--- src/rtl/dsp_mult_add_slice_if.sv ---
// Operand and result bundle for the multiply-add slice.
// With DSP_OVF_EN defined the bundle also carries the overflow flag.
interface dsp_mult_add_slice_if;
    logic [24:0] a;
    logic [17:0] b;
    logic [47:0] c;
    logic [47:0] pcin;
    logic        carryin;
    logic [6:0]  opmode;
    logic        alumode;
    logic [47:0] p;
`ifdef DSP_OVF_EN
    logic        ovf;
`endif

    modport master (
        output a, b, c, pcin, carryin, opmode, alumode,
`ifdef DSP_OVF_EN
        input  ovf,
`endif
        input  p
    );

    modport slave (
        input  a, b, c, pcin, carryin, opmode, alumode,
`ifdef DSP_OVF_EN
        output ovf,
`endif
        output p
    );
endinterface

--- src/rtl/dsp_mult_add_slice.sv ---
// Signed multiply-add slice: P = Z +/- (X + Y + CARRYIN), optional A/B/C/M/P regs.
// Optional overflow flag output enabled by defining DSP_OVF_EN.
module dsp_mult_add_slice #(
    parameter int AREG = 0,
    parameter int BREG = 0,
    parameter int CREG = 0,
    parameter int MREG = 0,
    parameter int PREG = 1
) (
    input logic clk,
    input logic rst,
    input logic ce,
    dsp_mult_add_slice_if.slave bus
);

`ifdef DSP_OVF_EN
    localparam int SW = 50;
`else
    localparam int SW = 48;
`endif

    logic signed [24:0] a_d, a_q;
    logic signed [17:0] b_d, b_q;
    logic signed [47:0] c_d, c_q;
    logic signed [42:0] m_d, m_q;
    logic        [47:0] p_d, p_q;
    logic        [47:0] pfb;

    assign a_d = bus.a;
    assign b_d = bus.b;
    assign c_d = bus.c;
    assign m_d = a_q * b_q;

    if (AREG != 0) begin : g_areg
        always_ff @(posedge clk)
            if (rst)     a_q <= '0;
            else if (ce) a_q <= a_d;
    end else begin : g_awire
        assign a_q = a_d;
    end

    if (BREG != 0) begin : g_breg
        always_ff @(posedge clk)
            if (rst)     b_q <= '0;
            else if (ce) b_q <= b_d;
    end else begin : g_bwire
        assign b_q = b_d;
    end

    if (CREG != 0) begin : g_creg
        always_ff @(posedge clk)
            if (rst)     c_q <= '0;
            else if (ce) c_q <= c_d;
    end else begin : g_cwire
        assign c_q = c_d;
    end

    if (MREG != 0) begin : g_mreg
        always_ff @(posedge clk)
            if (rst)     m_q <= '0;
            else if (ce) m_q <= m_d;
    end else begin : g_mwire
        assign m_q = m_d;
    end

    logic signed [47:0] x_s, y_s, z_s;

    always_comb begin
        x_s = '0;
        unique case (bus.opmode[1:0])
            2'b00: x_s = '0;
            2'b01: x_s = {{5{m_q[42]}}, m_q};
            2'b10: x_s = pfb;
            2'b11: x_s = {{5{a_q[24]}}, a_q, b_q};
            default: x_s = '0;
        endcase
    end

    assign y_s = (bus.opmode[3:2] == 2'b11) ? c_q : '0;

    always_comb begin
        z_s = '0;
        unique case (bus.opmode[6:4])
            3'b001:  z_s = bus.pcin;
            3'b010:  z_s = pfb;
            3'b011:  z_s = c_q;
            default: z_s = '0;
        endcase
    end

    // Operands widened by two bits when the overflow flag is needed.
    logic signed [SW-1:0] xw, yw, zw, cw, sum_w;

    assign xw    = x_s;
    assign yw    = y_s;
    assign zw    = z_s;
    assign cw    = {{(SW-1){1'b0}}, bus.carryin};
    assign sum_w = bus.alumode ? zw - (xw + yw + cw) : zw + xw + yw + cw;
    assign p_d   = sum_w[47:0];

`ifdef DSP_OVF_EN
    logic ovf_d, ovf_q;
    assign ovf_d = (sum_w[49:47] != 3'b000) && (sum_w[49:47] != 3'b111);
`endif

    if (PREG != 0) begin : g_preg
        always_ff @(posedge clk)
            if (rst)     p_q <= '0;
            else if (ce) p_q <= p_d;
        assign pfb = p_q;
`ifdef DSP_OVF_EN
        always_ff @(posedge clk)
            if (rst)     ovf_q <= 1'b0;
            else if (ce) ovf_q <= ovf_d;
`endif
    end else begin : g_pwire
        assign p_q = p_d;
        assign pfb = '0;
`ifdef DSP_OVF_EN
        assign ovf_q = ovf_d;
`endif
    end

    assign bus.p = p_q;
`ifdef DSP_OVF_EN
    assign bus.ovf = ovf_q;
`endif

endmodule

--- src/flat_wrapper.sv ---
// flat-port wrapper written by rule: the top's interface ports become plain ports
module dsp_mult_add_slice_flat 
#(
    parameter int AREG = 0,
    parameter int BREG = 0,
    parameter int CREG = 0,
    parameter int MREG = 0,
    parameter int PREG = 1
)
  (clk, rst, ce, bus_a, bus_b, bus_c, bus_pcin, bus_carryin, bus_opmode, bus_alumode, bus_p);
  dsp_mult_add_slice_if bus_i ();
  input logic clk;
  input logic rst;
  input logic ce;
  input wire logic [$bits(bus_i.a)-1:0] bus_a;
  input wire logic [$bits(bus_i.b)-1:0] bus_b;
  input wire logic [$bits(bus_i.c)-1:0] bus_c;
  input wire logic [$bits(bus_i.pcin)-1:0] bus_pcin;
  input wire logic [$bits(bus_i.carryin)-1:0] bus_carryin;
  input wire logic [$bits(bus_i.opmode)-1:0] bus_opmode;
  input wire logic [$bits(bus_i.alumode)-1:0] bus_alumode;
  output wire logic [$bits(bus_i.p)-1:0] bus_p;
  assign bus_i.a = bus_a;
  assign bus_i.b = bus_b;
  assign bus_i.c = bus_c;
  assign bus_i.pcin = bus_pcin;
  assign bus_i.carryin = bus_carryin;
  assign bus_i.opmode = bus_opmode;
  assign bus_i.alumode = bus_alumode;
  assign bus_p = bus_i.p;
  dsp_mult_add_slice #(.AREG(AREG), .BREG(BREG), .CREG(CREG), .MREG(MREG), .PREG(PREG)) u_core (.clk(clk), .rst(rst), .ce(ce), .bus(bus_i));
endmodule
--- config.mk ---
export PLATFORM = sky130hd
export DESIGN_NAME = dsp_mult_add_slice_flat
export DESIGN_NICKNAME = d
export VERILOG_FILES = /design/src/rtl/dsp_mult_add_slice_if.sv /design/src/rtl/dsp_mult_add_slice.sv /design/src/flat_wrapper.sv
export SDC_FILE = /design/constraint.sdc
export NUM_CORES = 2
export LEC_CHECK = 0
export CORE_MARGIN = 4
export CORE_UTILIZATION = 57
export DETAILED_ROUTE_END_ITERATION = 16
export PLACE_DENSITY = 0.85
export SKIP_LAST_GASP = 1
export SYNTH_ARGS = -nofsm -noshare
export SYNTH_HDL_FRONTEND = slang
export SYNTH_SLANG_ARGS = --single-unit
--- constraint.sdc ---
create_clock -name clk -period 19.3 [get_ports clk]
set_clock_uncertainty 0.2 [all_clocks]
set_input_delay 3.86 -clock clk [delete_from_list [all_inputs] [get_ports clk]]
set_output_delay 3.86 -clock clk [all_outputs]
set_load 0.01 [all_outputs]
==> results.cfg <==
[timing]
fmax_mhz = 65.67
setup_viol = 0
rsz0062_at_grt = false
setup_ws_ns = 4.073
worst_pin_slew_ns = 1.355
fin_crit_sh = 0.7890
relSlewSlack = 0.09384
hold_viol = 0
maxSlewViolCount = 0
setup_tns_ns = 0
timing.final.crit_period_ns = 15.23

[placed_design]
port_buffers = 198
place_congestion = 0.9758
dpl.hpwl_um = 67730
dp_slack_ns = 3.801
dpl.cell_count = 4316

[clock_network]
holdBufCountCts = 0
cts.htree.levels = 2
clkTransAtPathRegs_ns = 0.09
insertion_delay_ns = 0.33
post_cts_resized = 0
cts_buffers = 5
cts_tree = done
cts_setup_buffers = 0
cts.sink_count = 48
cts_root_buf = clkbuf_16
cts_max_path_buffers = 2

[die]
die_w_um = 233.3
dieArea_um2 = 54410
die_h_um = 233.3
io_pins = 199
initial_core_util = 0.5764
placementRows = 82
coreArea_um2 = 50170

[flow_run]
maxCapViolCount = 0

[routing]
drt_iter0_drc = 2144
wl_um = 86140
ant_nets = 0
drc = 0
vias = 25230
first_pass_iters = 7
vias_per_cell = 5.824
post_drt_wl_per_cell_um = 19.89

[finish]
largest_reg_flops = 48
fin_util = 0.6283
drive_gt1_frac = 0.05203
stdcell_count = 4332
final_nets = 4586
synthToLayoutAreaGrowth_pct = 9.003

[grt]
grt-ovfl-total = 0
grt_pass1_vias = 26130
grt_usage = 0.3217
grt_max_degree = 85
grt_antenna_before_repair = 10
grt_pass1_wl_um = 138100

[worst_setup_path]
cp_slowest_cell = clkdlybuf4s50_1
required_ns = 19.35
worstSetupPathType = input port to flop
arrival_ns = 15.28
end_kind = flop
ff2ff_path_depth = 18
path_max_fanout = 26
slowest_delay_ns = 1.07
cpMostUsedCell = fa_1
start_kind = input port

[yosys]
yosys.area.top_type_share = 0.3717
ys_types = 80
synthXorXnorAreaFrac = 0.03755
syn_avg_cell_area_um2 = 8.087
synth_top_family_by_area = adder cells
synth_compound_area_frac = 0.1332
synth.cell_area_um2 = 28920
synth_edf_count = 0
synth_fa_ha_area_frac = 0.4786
synthesis.nets = 4511
ys_seq_elements = 48
ys.flop_type = dfxtp_1
synth_warnings = 0
synth-async-reset-ratio = 0
yosysSeqAreaShare = 0.03323
synth_top_cell_by_area = fa_1
muxShareOfSynthArea = 0.03673
synthTopCellsByArea = fa_1 (37%), inv_1 (11%), ha_1 (11%)
synth_cells = 3576
yosys.area_share.simple = 0.1513

[outcome]
status = finished, final reports clean

[hold_path]
hp-class = flop to flop
worstHoldPathCells = 2
-- metal layers --
layer,vias to the layer above,share of wire,GRT usage
met3,283,0.11,0.07012
li1,11290,-,-
met5,-,0.00052,0
met2,1360,0.46,0.5200
met4,6,0.049,0.1307
met1,12290,0.39,0.4219
-- critical path: cells and delay by family --
family                   cells  cell delay [ns]
XOR/XNOR                     2             0.56
multiplexers                 1             0.33
AND/OR/NAND/NOR              5             1.73
buffers and inverters        6             1.56
adder cells (fa/ha/maj)      9             4.82
AO/OA/AOI/OAI               13             2.37
-- logic make-up (layout without fill, tap and decap cells) --
| family | after synthesis | in the layout |
|---|---|---|
| AO/OA/AOI/OAI | 579 | 579 |
| XOR/XNOR | 124 | 124 |
| adder cells (fa/ha/maj) | 784 | 784 |
| buffers and inverters | 995 | 1071 |
| flip-flops | 48 | 48 |
| multiplexers | 95 | 95 |
| other | 0 | 8 |
| AND/OR/NAND/NOR | 951 | 951 |
-- metrics by stage --
stage / instance area (µm²) / hold slack [ns]
5_1_grt: 31520 / 0.3619
2_1_floorplan: 28920 / 0.3125
3_3_place_gp: 31350 / 0.3093
6_report: 31520 / 0.3444
3_5_place_dp: 31350 / 0.3190
4_1_cts: 31500 / 0.3343
-- cell usage in the layout, fill, tap and decap left out, types with 5 or more instances in the layout --
cell type	Yosys	routed
a2111oi_0	7	7
a211o_1	5	5
a211oi_1	48	48
a21o_1	69	69
a21oi_1	154	154
a22o_1	6	6
a22oi_1	54	54
a311oi_1	5	5
a31oi_1	17	17
and2_1	148	147
and3_1	17	17
buf_2	4	10
buf_4	1	37
clkbuf_16	0	5
clkdlybuf4s50_1	0	188
dfxtp_1	48	48
diode_2	0	8
fa_1	537	537
ha_1	247	247
inv_1	827	827
mux2_2	85	85
mux2i_1	9	9
nand2_1	473	473
nand2b_1	26	26
nand3_1	23	23
nand4_1	9	9
nor2_1	147	146
nor2b_1	17	16
nor3_1	35	35
o211ai_1	14	14
o21a_1	21	21
o21ai_0	95	95
o21bai_1	16	16
o31ai_1	9	9
or2_2	23	23
or3_1	14	14
xnor2_1	79	79
xor2_1	45	45
-- final timing paths --
kind	startpoint	endpoint	slack [ns]
worst max register to register	u_core.bus.p[1]	u_core.bus.p[42]	13.41
worst max-delay path	bus_b[0]	u_core.bus.p[47]	4.07
worst min register to register	u_core.bus.p[10]	u_core.bus.p[10]	0.34
worst min-delay path	u_core.bus.p[10]	u_core.bus.p[10]	0.34
-- cell type report --
cell class	instances	area, µm²
Tap cell	672	840.8
Timing Repair Buffer	235	2210
Clock inverter	2	13.76
Clock buffer	6	138.9
Sequential cell	48	960.9
Multi-Input combinational cell	2533	24230
Inverter	828	3108
Fill cell	4135	18650
Antenna cell	8	20.02
-- cells in the mapped netlist, types with 26 or more instances --
master / instances
ha_1: 247
mux2_2: 85
nor2_1: 147
nand2b_1: 26
nor3_1: 35
fa_1: 537
clkbuf_1: 150
and2_1: 148
o21ai_0: 95
nand2_1: 473
dfxtp_1: 48
xor2_1: 45
a22oi_1: 54
a21o_1: 69
a211oi_1: 48
a21oi_1: 154
xnor2_1: 79
inv_1: 827
Power is left out: the tool's default activity adds up to more than one toggle a clock period on the data nets, which glitch-free logic cannot reach.
